## config.mk

```make
export PLATFORM = sky130hd
export DESIGN_NAME = spectrum_framer_flat
export DESIGN_NICKNAME = d
export VERILOG_FILES = /design/src/rtl/spectrum_framer_pkg.sv /design/src/rtl/spectrum_framer_if.sv /design/src/rtl/spectrum_framer_l1_magnitude.sv /design/src/rtl/spectrum_framer.sv /design/src/flat_wrapper.sv
export SDC_FILE = /design/constraint.sdc
export NUM_CORES = 1
export LEC_CHECK = 0
export ABC_AREA = 1
export BUFFER_PORTS_ARGS = -buffer_cell sky130_fd_sc_hd__buf_2
export CORE_AREA = 10 10 206 403
export DETAILED_ROUTE_END_ITERATION = 10
export DIE_AREA = 0 0 216 413
export PLACE_DENSITY = 0.48
export SLEW_MARGIN = 10
export SYNTH_ARGS = -nofsm -noshare
export SYNTH_HDL_FRONTEND = slang
export SYNTH_SLANG_ARGS = --single-unit
```

## constraint.sdc

```tcl
create_clock -name clk -period 12.66 [get_ports clk]
set_clock_uncertainty 0.1 [all_clocks]
set_input_delay 1.266 -clock clk [delete_from_list [all_inputs] [get_ports clk]]
set_output_delay 1.266 -clock clk [all_outputs]
set_load 0.1 [all_outputs]
```

## src/rtl/spectrum_framer_pkg.sv

```systemverilog
// spectrum_framer_pkg
// Shared types and constants for the spectrum framer block.
//   ampl_t    : signed magnitude word stored in the frame buffers
//   bin_idx_t : index of a bin inside an NFFT-point frame
//   state_t   : framer FSM states
//   AMPL_MAX  : saturation limit for a stored magnitude
// Build-wide defaults come from NFFT, FREQS, SFFT_OUTPUT_WIDTH and
// INPUT_AMPL_WIDTH; each falls back to a standalone value when the
// surrounding build does not define it.

`ifndef NFFT
`define NFFT 32
`endif
`ifndef FREQS
`define FREQS 16
`endif
`ifndef SFFT_OUTPUT_WIDTH
`define SFFT_OUTPUT_WIDTH 16
`endif
`ifndef INPUT_AMPL_WIDTH
`define INPUT_AMPL_WIDTH 16
`endif

package spectrum_framer_pkg;

  localparam int NFFT_DEF   = `NFFT;
  localparam int FREQS_DEF  = `FREQS;
  localparam int IN_W_DEF   = `SFFT_OUTPUT_WIDTH;
  localparam int AMPL_W_DEF = `INPUT_AMPL_WIDTH;

  typedef logic signed [AMPL_W_DEF-1:0] ampl_t;
  typedef logic [$clog2(NFFT_DEF)-1:0]  bin_idx_t;

  typedef enum logic [1:0] {
    IDLE    = 2'd0,
    FILL    = 2'd1,
    DISCARD = 2'd2
  } state_t;

  localparam ampl_t AMPL_MAX = ampl_t'((64'd1 << (AMPL_W_DEF - 1)) - 64'd1);

endpackage

```

## src/rtl/spectrum_framer_if.sv

```systemverilog
// spectrum_framer_if
// Bundles the serial bin stream from the SFFT and the parallel frame
// published towards the peak finder.
//   bin_valid, bin_sop, bin_re, bin_im : serial complex bin stream
//   fft_in[FREQS]                      : published magnitude frame
//   valid_in                           : one-cycle strobe, new frame in fft_in
//   frame_drop                         : one-cycle strobe, a frame was lost
// Handshake: the bin stream is push-only. A bin is transferred on every
// rising edge where bin_valid is high; there is no ready, the framer always
// accepts. bin_sop is meaningful only together with bin_valid. On the output
// side valid_in is a single-cycle strobe with no back-pressure; fft_in is
// stable from that strobe until the next one.
// Modports: master = bin source / frame sink, slave = the framer.

interface spectrum_framer_if #(
  parameter int IN_W   = 16,
  parameter int AMPL_W = 16,
  parameter int FREQS  = 16
);
  logic                     bin_valid;
  logic                     bin_sop;
  logic signed [IN_W-1:0]   bin_re;
  logic signed [IN_W-1:0]   bin_im;
  logic signed [AMPL_W-1:0] fft_in [FREQS];
  logic                     valid_in;
  logic                     frame_drop;

  modport master (
    output bin_valid, bin_sop, bin_re, bin_im,
    input  fft_in, valid_in, frame_drop
  );

  modport slave (
    input  bin_valid, bin_sop, bin_re, bin_im,
    output fft_in, valid_in, frame_drop
  );
endinterface

```

## src/rtl/spectrum_framer_l1_magnitude.sv

```systemverilog
// l1_magnitude
// Combinational L1 magnitude |re| + |im| of one complex bin, saturated to
// the largest positive AMPL_W-bit signed value.
//   re, im : signed IN_W-bit bin value
//   mag    : signed AMPL_W-bit saturated magnitude (never negative)

module l1_magnitude #(
  parameter int IN_W   = 16,
  parameter int AMPL_W = 16
) (
  input  logic signed [IN_W-1:0]   re,
  input  logic signed [IN_W-1:0]   im,
  output logic signed [AMPL_W-1:0] mag
);

  // Working width wide enough for both the raw sum and the limit.
  localparam int EW = (IN_W + 1 > AMPL_W) ? IN_W + 1 : AMPL_W;
  localparam logic [EW-1:0] LIMIT = EW'((64'd1 << (AMPL_W - 1)) - 64'd1);

  logic [IN_W-1:0] re_u;
  logic [IN_W-1:0] im_u;
  logic [IN_W-1:0] abs_re;
  logic [IN_W-1:0] abs_im;
  logic [IN_W:0]   sum;
  logic [EW-1:0]   sum_ext;
  logic [EW-1:0]   sat;

  assign re_u = re;
  assign im_u = im;

  // Two's-complement negate read as unsigned: the most negative input
  // becomes exactly 2^(IN_W-1), so no wrap.
  assign abs_re = re_u[IN_W-1] ? (~re_u + IN_W'(1)) : re_u;
  assign abs_im = im_u[IN_W-1] ? (~im_u + IN_W'(1)) : im_u;

  assign sum     = {1'b0, abs_re} + {1'b0, abs_im};
  assign sum_ext = EW'(sum);
  assign sat     = (sum_ext > LIMIT) ? LIMIT : sum_ext;
  assign mag     = $signed(sat[AMPL_W-1:0]);

endmodule

```

## src/rtl/spectrum_framer.sv

```systemverilog
// spectrum_framer
// Collects the serial SFFT bin stream, keeps bins 0..FREQS-1 as saturated
// L1 magnitudes and publishes each complete frame as the parallel fft_in
// array with a one-cycle valid_in strobe. A fill buffer and a pending buffer
// double-buffer the frames so the source never stalls; a hold-off counter
// spaces valid_in strobes at least HOLDOFF cycles apart.
// Ports:
//   clk       : clock, rising edge
//   reset     : synchronous, active-high
//   bus       : spectrum_framer_if.slave (bin stream in, frame out)
//   dbg_state : current FSM state
// Optional feature: FRAMER_ZERO_DC_EN defined forces fill[0] to 0.
// Assumes 2 <= FREQS < NFFT.

module spectrum_framer
  import spectrum_framer_pkg::*;
#(
  parameter int NFFT    = `NFFT,
  parameter int FREQS   = `FREQS,
  parameter int IN_W    = `SFFT_OUTPUT_WIDTH,
  parameter int AMPL_W  = `INPUT_AMPL_WIDTH,
  parameter int HOLDOFF = 32
) (
  input  logic                clk,
  input  logic                reset,
  spectrum_framer_if.slave    bus,
  output state_t              dbg_state
);

  localparam int IDX_W = $clog2(NFFT);
  localparam int KW    = $clog2(FREQS);
  localparam int HO_W  = $clog2(HOLDOFF + 1);

  localparam logic [IDX_W-1:0] LAST_KEPT = IDX_W'(FREQS - 1);
  localparam logic [IDX_W-1:0] LAST_BIN  = IDX_W'(NFFT - 1);
  localparam logic [HO_W-1:0]  HOLD_LOAD = HO_W'(HOLDOFF - 1);

  typedef logic signed [AMPL_W-1:0] word_t;

  state_t           state;
  state_t           next_state;
  logic [IDX_W-1:0] idx;
  logic [IDX_W-1:0] cur_idx;
  logic [KW-1:0]    fill_addr;
  logic [HO_W-1:0]  hold;
  logic             pend;
  logic             publish;
  logic             complete;
  logic             restart;
  logic             fill_we;
  logic             valid_q;
  logic             drop_q;
  word_t            mag;
  word_t            fill_val;
  word_t            fill     [FREQS];
  word_t            pend_buf [FREQS];
  word_t            fft_q    [FREQS];

  l1_magnitude #(
    .IN_W   (IN_W),
    .AMPL_W (AMPL_W)
  ) u_mag (
    .re  (bus.bin_re),
    .im  (bus.bin_im),
    .mag (mag)
  );

  // Index of the bin on the bus this cycle: sop forces bin 0, otherwise
  // one past the previous accepted bin.
  assign cur_idx   = bus.bin_sop ? '0 : idx + IDX_W'(1);
  assign fill_addr = cur_idx[KW-1:0];

`ifdef FRAMER_ZERO_DC_EN
  assign fill_val = (fill_addr == '0) ? '0 : mag;
`else
  assign fill_val = mag;
`endif

  assign publish = pend && (hold == '0);

  always_comb begin
    next_state = state;
    fill_we    = 1'b0;
    complete   = 1'b0;
    restart    = 1'b0;
    unique case (state)
      IDLE: begin
        if (bus.bin_valid && bus.bin_sop) begin
          fill_we    = 1'b1;
          next_state = FILL;
        end
      end
      FILL: begin
        if (bus.bin_valid) begin
          fill_we = 1'b1;
          if (bus.bin_sop) begin
            restart = 1'b1;
          end else if (cur_idx == LAST_KEPT) begin
            next_state = DISCARD;
          end
        end
      end
      DISCARD: begin
        if (bus.bin_valid) begin
          if (bus.bin_sop) begin
            restart    = 1'b1;
            fill_we    = 1'b1;
            next_state = FILL;
          end else if (cur_idx == LAST_BIN) begin
            complete   = 1'b1;
            next_state = IDLE;
          end
        end
      end
      default: next_state = IDLE;
    endcase
  end

  always_ff @(posedge clk) begin
    if (reset) begin
      state   <= IDLE;
      idx     <= '0;
      pend    <= 1'b0;
      hold    <= '0;
      valid_q <= 1'b0;
      drop_q  <= 1'b0;
      for (int i = 0; i < FREQS; i++) fft_q[i] <= '0;
    end else begin
      state   <= next_state;
      if (bus.bin_valid) idx <= cur_idx;
      valid_q <= publish;
      // A completed frame only drops the pending one if that pending frame
      // is not leaving on this same edge.
      drop_q  <= restart | (complete & pend & ~publish);
      if (publish) begin
        for (int i = 0; i < FREQS; i++) fft_q[i] <= pend_buf[i];
        hold <= HOLD_LOAD;
      end else if (hold != '0) begin
        hold <= hold - HO_W'(1);
      end
      if (complete) begin
        pend <= 1'b1;
      end else if (publish) begin
        pend <= 1'b0;
      end
    end
  end

  // Frame buffers carry no reset; pend qualifies their contents.
  always_ff @(posedge clk) begin
    for (int i = 0; i < FREQS; i++) begin
      if (fill_we && (fill_addr == KW'(i))) fill[i] <= fill_val;
    end
    if (complete) begin
      for (int i = 0; i < FREQS; i++) pend_buf[i] <= fill[i];
    end
  end

  assign bus.fft_in     = fft_q;
  assign bus.valid_in   = valid_q;
  assign bus.frame_drop = drop_q;
  assign dbg_state      = state;

endmodule

```

## src/flat_wrapper.sv

```systemverilog
// flat-port wrapper written by rule: the top's interface ports become plain ports
module spectrum_framer_flat import spectrum_framer_pkg::*;
#(
  parameter int NFFT    = `NFFT,
  parameter int FREQS   = `FREQS,
  parameter int IN_W    = `SFFT_OUTPUT_WIDTH,
  parameter int AMPL_W  = `INPUT_AMPL_WIDTH,
  parameter int HOLDOFF = 32
)
  (clk, reset, dbg_state, bus_bin_valid, bus_bin_sop, bus_bin_re, bus_bin_im, bus_fft_in, bus_valid_in, bus_frame_drop);
  spectrum_framer_if #(.IN_W(IN_W), .AMPL_W(AMPL_W), .FREQS(FREQS)) bus_i ();
  input  logic clk;
  input  logic reset;
  output state_t dbg_state;
  input wire logic [$bits(bus_i.bin_valid)-1:0] bus_bin_valid;
  input wire logic [$bits(bus_i.bin_sop)-1:0] bus_bin_sop;
  input wire logic [$bits(bus_i.bin_re)-1:0] bus_bin_re;
  input wire logic [$bits(bus_i.bin_im)-1:0] bus_bin_im;
  output wire logic [$bits(bus_i.fft_in)-1:0] bus_fft_in;
  output wire logic [$bits(bus_i.valid_in)-1:0] bus_valid_in;
  output wire logic [$bits(bus_i.frame_drop)-1:0] bus_frame_drop;
  assign bus_i.bin_valid = bus_bin_valid;
  assign bus_i.bin_sop = bus_bin_sop;
  assign bus_i.bin_re = bus_bin_re;
  assign bus_i.bin_im = bus_bin_im;
  assign bus_fft_in = {>>{bus_i.fft_in}};
  assign bus_valid_in = bus_i.valid_in;
  assign bus_frame_drop = bus_i.frame_drop;
  spectrum_framer #(.NFFT(NFFT), .FREQS(FREQS), .IN_W(IN_W), .AMPL_W(AMPL_W), .HOLDOFF(HOLDOFF)) u_core (.clk(clk), .reset(reset), .bus(bus_i), .dbg_state(dbg_state));
endmodule
```

# Word-level counts from Yosys, hierarchy flattened
# Memory sizes are Yosys's and may differ from the RTL's. A register that Yosys moved wholly into a read port is not among the register bits.
# Cells that the tools add are included.
# word_totals
regBits,16
mem_bits_rw,512
inputBits,36
output_inout_bits,260
elab_cells,193
memories,2
# mem_list
name,depth,width,rd,rd_ports_with_merged_regs,write_ports,line_no,source
u_core.fill,16,16,16,0,1,spectrum_framer.sv:55,word_t fill [FREQS];
u_core.pend_buf,16,16,16,16,16,spectrum_framer.sv:56,word_t pend_buf [FREQS];
# op_classes
add_sub_neg,5
order_cmp,1
eq_ne,25
mux,105
bitwise_logic,6
n_reduce_logical,42
# op_table
cell,n
16-bit two-way mux,18
16-bit OR reduction,15
1-bit two-way mux,60
4-bit two-way mux,15
"16-bit by 1-bit adder with 16-bit output, second input constant",2
"4-bit equality test, second input constant",8
16-bit inverter,2
1-bit logical AND,18
16-bit by 16-bit adder with 17-bit output,1
"17-bit by 15-bit > comparator with 1-bit output, second input constant",1
"4-bit by 3-bit equality test with 1-bit output, second input constant",4
5-bit two-way mux,3
2-bit two-way mux,7
"4-bit by 2-bit equality test with 1-bit output, second input constant",2
6-bit zero test,1
"2-bit inequality test, second input constant",3
2-bit case mux with 3 select lines,1
6-bit AND reduction,1
6-bit nonzero test,1
"6-bit by 1-bit subtractor with 6-bit output, second input constant",1
"5-bit by 1-bit adder with 5-bit output, second input constant",1
"5-bit by 4-bit equality test with 1-bit output, second input constant",1
"5-bit equality test, second input constant",1
"4-bit by 1-bit equality test with 1-bit output, second input constant",1
12 further kinds,16

# Depth between registers and ports, before layout
# depth
ltp_word,22
ltp_mapped,18
depth_no_buf,18

# Cells and area by module
# From an unflattened synthesis, not the netlist that was laid out.
# unflattened
hier_cells,2125
hier_area_um2,26933.3
# modules_own_cells
mod,n_inst,cells_per_inst,area_per_inst_um2,seq_area_each_um2
spectrum_framer,1,1779,25155.4,20820.0
l1_magnitude,1,346,1778.0,0.0

# Worst setup path after synthesis
# Ideal clock, no wire load.
# synth_timing
path_type,input to register
start,in bus_bin_sop
end,"mem u_core.pend_buf[0][0] in the netlist's numbering, enable pin"
setup_time_ns,0.606
t_arrival_ns,6.860
required_time_ns,11.954
setup_slack_ns,5.094
path_stages,7
n_path_buf,0
path_cell_list,inv_1 > nand2_1 > nor2_1 > nand3_1 > inv_1 > nand3_1 > inv_1
# synth_rtl
item,line_no,source
"start, declared",flat_wrapper.sv:16,input wire logic [$bits(bus_i.bin_sop)-1:0] bus_bin_sop;
"end, declared",spectrum_framer.sv:56,

# Worst setup path after layout
# layout_timing
start,in bus_bin_re[0]
end,mem u_core.fill[1][118] in the netlist's numbering (data pin)
# layout_via
elab_chain_cells,21
# layout_rtl
item,line_no,source
"start, declared",flat_wrapper.sv:17,input wire logic [$bits(bus_i.bin_re)-1:0] bus_bin_re;
16-bit inverter,spectrum_framer_l1_magnitude.sv:33,assign abs_re = re_u[IN_W-1] ? (~re_u + IN_W'(1)) : re_u;
16-bit by 1-bit adder with 16-bit output,spectrum_framer_l1_magnitude.sv:33,
16-bit two-way mux (*),spectrum_framer_l1_magnitude.sv:33,
16-bit by 16-bit adder with 17-bit output (*),spectrum_framer_l1_magnitude.sv:36,"assign sum = {1'b0, abs_re} + {1'b0, abs_im};"
17-bit by 15-bit > comparator with 1-bit output,spectrum_framer_l1_magnitude.sv:38,assign sat = (sum_ext > LIMIT) ? LIMIT : sum_ext;
16-bit two-way mux (*),spectrum_framer_l1_magnitude.sv:38,
named net u_core.fill_val[6],spectrum_framer.sv:54,word_t fill_val;
16-bit two-way mux (no line) (14 in series),n/a,
16-bit two-way mux (no line) (*),n/a,
"end, declared",spectrum_framer.sv:55,
# The timed path passes the listed nets; every way through them passes the cells marked *.

==> metrics <==
maxcap violations 0; Setup violations, final 0; die width 216 um; crit path max fanout 16; Routed Antenna Nets 0; Synth Register Bits 784; reg2reg setup slack 8.34 ns; Final nets 2412; Finished Core Util 41.21%; worst-margin pin slew 1.151 ns; Comb pwr share 7.6%; # resized after CTS 0; area grow syn2layout 18.62%; GRT Resource Usage Total 14.88%; Critical Path RT 12.67 ns; number of detailed-route iterations in the first pass 5; Hold Violations, Final 0; reg2reg start u_core.hold[0]; TritonCTS Sinks 784; share of the synthesized area in the top cell type 57.80%; Hold Crit Class flip-flop to flip-flop; Avg WL per Cell 19.82 um; Post-synth EDFFs 512; Hold Path Stages 0; Initial Utilization 34.74%; antenna cells 0; Hold Path Origin u_core.fill[1][118]; Slew HR 23.24%; Clk pwr share 39.9%; CP Data Arrival Time 5.07 ns; worst skew pair latency 0.61 ns; share of layout cells above drive strength 1 18.38%; cell area after layout 31550 um^2; Highest Clock Rate 197.6 MHz; R2R depth 12; cells after synthesis 2034; final setup TNS 0 ns; GRT overflow 0; Core Region 76570 um^2; first-pass GRT wire length 101.5 mm; top cells by count, synth 589 x nand2_1, 512 x edfxtp_1, 295 x nand3_1; die area 89210 um^2; Net Sw Power 1278 uW; CTS Hold Bufs 0; Final min period 5.059 ns; PnR Total Power 5415 uW; routed vias 15770; worst ir drop on vdd 0.09970 mV; leak pwr 0.01291 uW; Mapped Area 26600 um^2; Seq/Total Area, Yosys 78.27%; Placed Area 29210 um^2; reg2reg end bus_fft_in[79]; number of library cell types mapped by synthesis 36; crit end category flip-flop; Async SR Flop Fraction 0%; Starting DRT DRC Count 1203; number of antenna violations at the first check in global routing 1; Chip Height 413 um; CTS tree done; pwr dens 171.6 nW/um^2; CTS Buffer Depth 3; H-Tree Depth 3; largest net degree at the start of global routing 161; internal power 4137 uW; status complete, no violations; RSZ-0062 raised after global routing false; vias in the first global route 15690; synth top area cells edfxtp_1 58%, dfxtp_1 20%, nand2_1 8.3%, nand3_1 5.6%, ha_1 1.2%; Clk pin slew, worst setup/hold paths 0.06 ns; Hold Path Sink u_core.pend_buf[1][118]; HPWL Detailed 41.59 mm; I/O pin count 296; startpoint types input pin; row cnt 144; Mapped Avg Cell Area 13.08 um^2; Routed Wire Length 68.02 mm; DRC viols 0; critical path class input pin to flip-flop; cell taking the most area after synthesis edfxtp_1; routability cong. 0.7759; count leader, synth nand2_1; Vias/cell 4.594; Seq pwr share 52.5%; setup bufs post-CTS 0; Most used DFF post-synth edfxtp_1; CTS Buf Count 72; port buffer count 295; clock root cell clkbuf_16; Tcrit/Tclk final 39.96%; Synth Warn # 0; Sw Ratio 23.60%; Final Max Slew Viols 0
## worst max-delay path by stage
stage | startpoint | end | slack [ns] | cells after the start
floorplan | bus_bin_sop | u_core.pend_buf[0][0] | 5.09 | 7
global placement | bus_bin_re[1] | u_core.fill[1][73] | 7.07 | 14
detailed placement | bus_bin_re[0] | u_core.fill[1][99] | 6.92 | 14
CTS | bus_bin_re[0] | u_core.fill[1][99] | 7.58 | 14
global route | bus_bin_re[0] | u_core.fill[1][52] | 7.24 | 14
finish | bus_bin_re[0] | u_core.fill[1][118] | 7.60 | 14
## metrics by stage
stage               hold WS (ns)  std cells  worst slack (ns)
global placement          0.3001       3298             7.071
finish                    0.3084       3432             7.601
floorplan                 0.3003       2049             5.094
CTS                       0.3065       3432             7.576
global route              0.3162       3432             7.242
detailed placement        0.3045       3298             6.921
## placed cells by master (no fill, tap or decap), drive strengths merged
master,instances
clkbuf,102
clkinv,24
ha,25
conb,16
xnor2,12
dfxtp,272
o21a,1
a21oi,34
clkinvlp,1
o31ai,2
nand3,295
or2,1
inv,59
nand2,589
buf,317
nand4,9
fa,1
nor3,8
a22oi,1
nor2,69
nor4,3
a211oi,2
xor2,25
a21o,2
bufinv,5
edfxtp,512
a31oi,2
o21ai,18
nand3b,2
o21bai,1
## layer usage
layer / vias up / share of wire [%] / wire, um / GRT usage (%)
met5: - / 0.029 / 20 / 0
li1: 7628 / - / - / -
met2: 456 / 45 / 30500 / 22.69
met4: 2 / 1.7 / 1165 / 4.512
met3: 71 / 6.3 / 4255 / 3.397
met1: 7608 / 47 / 32080 / 20.77
## final cells by class
| class | count | area (um^2) |
|---|---|---|
| clock buffer | 102 | 2016 |
| clock inverter | 32 | 324.1 |
| fill | 7274 | 45020 |
| inverter | 57 | 236.5 |
| multi-input combinational | 1118 | 5236 |
| sequential | 784 | 20820 |
| tap | 1022 | 1279 |
| timing repair buffer | 317 | 1642 |
## registers in the layout, indices dropped and copies added, names as in the netlist
register               flops
u_core.bus.frame_drop      1
bus_fft_in               256
u_core.dbg_state           2
u_core.pend                1
u_core.pend_buf          256
u_core.idx                 5
u_core.bus.valid_in        1
u_core.hold                6
u_core.fill              256
## power by group through the flow
stage / Clock [uW] / Combinational [uW] / Sequential [uW]
finish: 2160 / 413 / 2840
global route: 2310 / 455 / 2850
CTS: 2220 / 431 / 2840
detailed placement: 0 / 428 / 2900
global placement: 0 / 424 / 2900
floorplan: 0 / 208 / 2910
## kinds of logic (layout without fill, tap and decap cells)
logic type | Yosys count | count (layout) | synth area share (%)
AOI/OAI and AO/OA | 63 | 63 | 1.294
xor gates and xnor gates | 37 | 37 | 1.218
adders and majority gates | 26 | 26 | 1.251
other | 1 | 16 | 0.01410
buffers and inverters | 147 | 508 | 2.549
and+or+nand+nor | 976 | 976 | 15.40
DFF | 784 | 784 | 78.27
## critical path, cell delays in order
cell and delay [ns]:
buf_2 0.10, inv_1 0.07, ha_1 0.18, nand3_1 0.12, nor4_1 0.48, a21oi_1 0.16, xor2_1 0.18, ha_1 0.38
nand2_1 0.14, nor2_1 0.07, nand3_1 0.08, nand3_1 0.13, a21oi_2 0.87, nand3_2 0.81
Note: power is estimated with default switching activity, not from simulation.
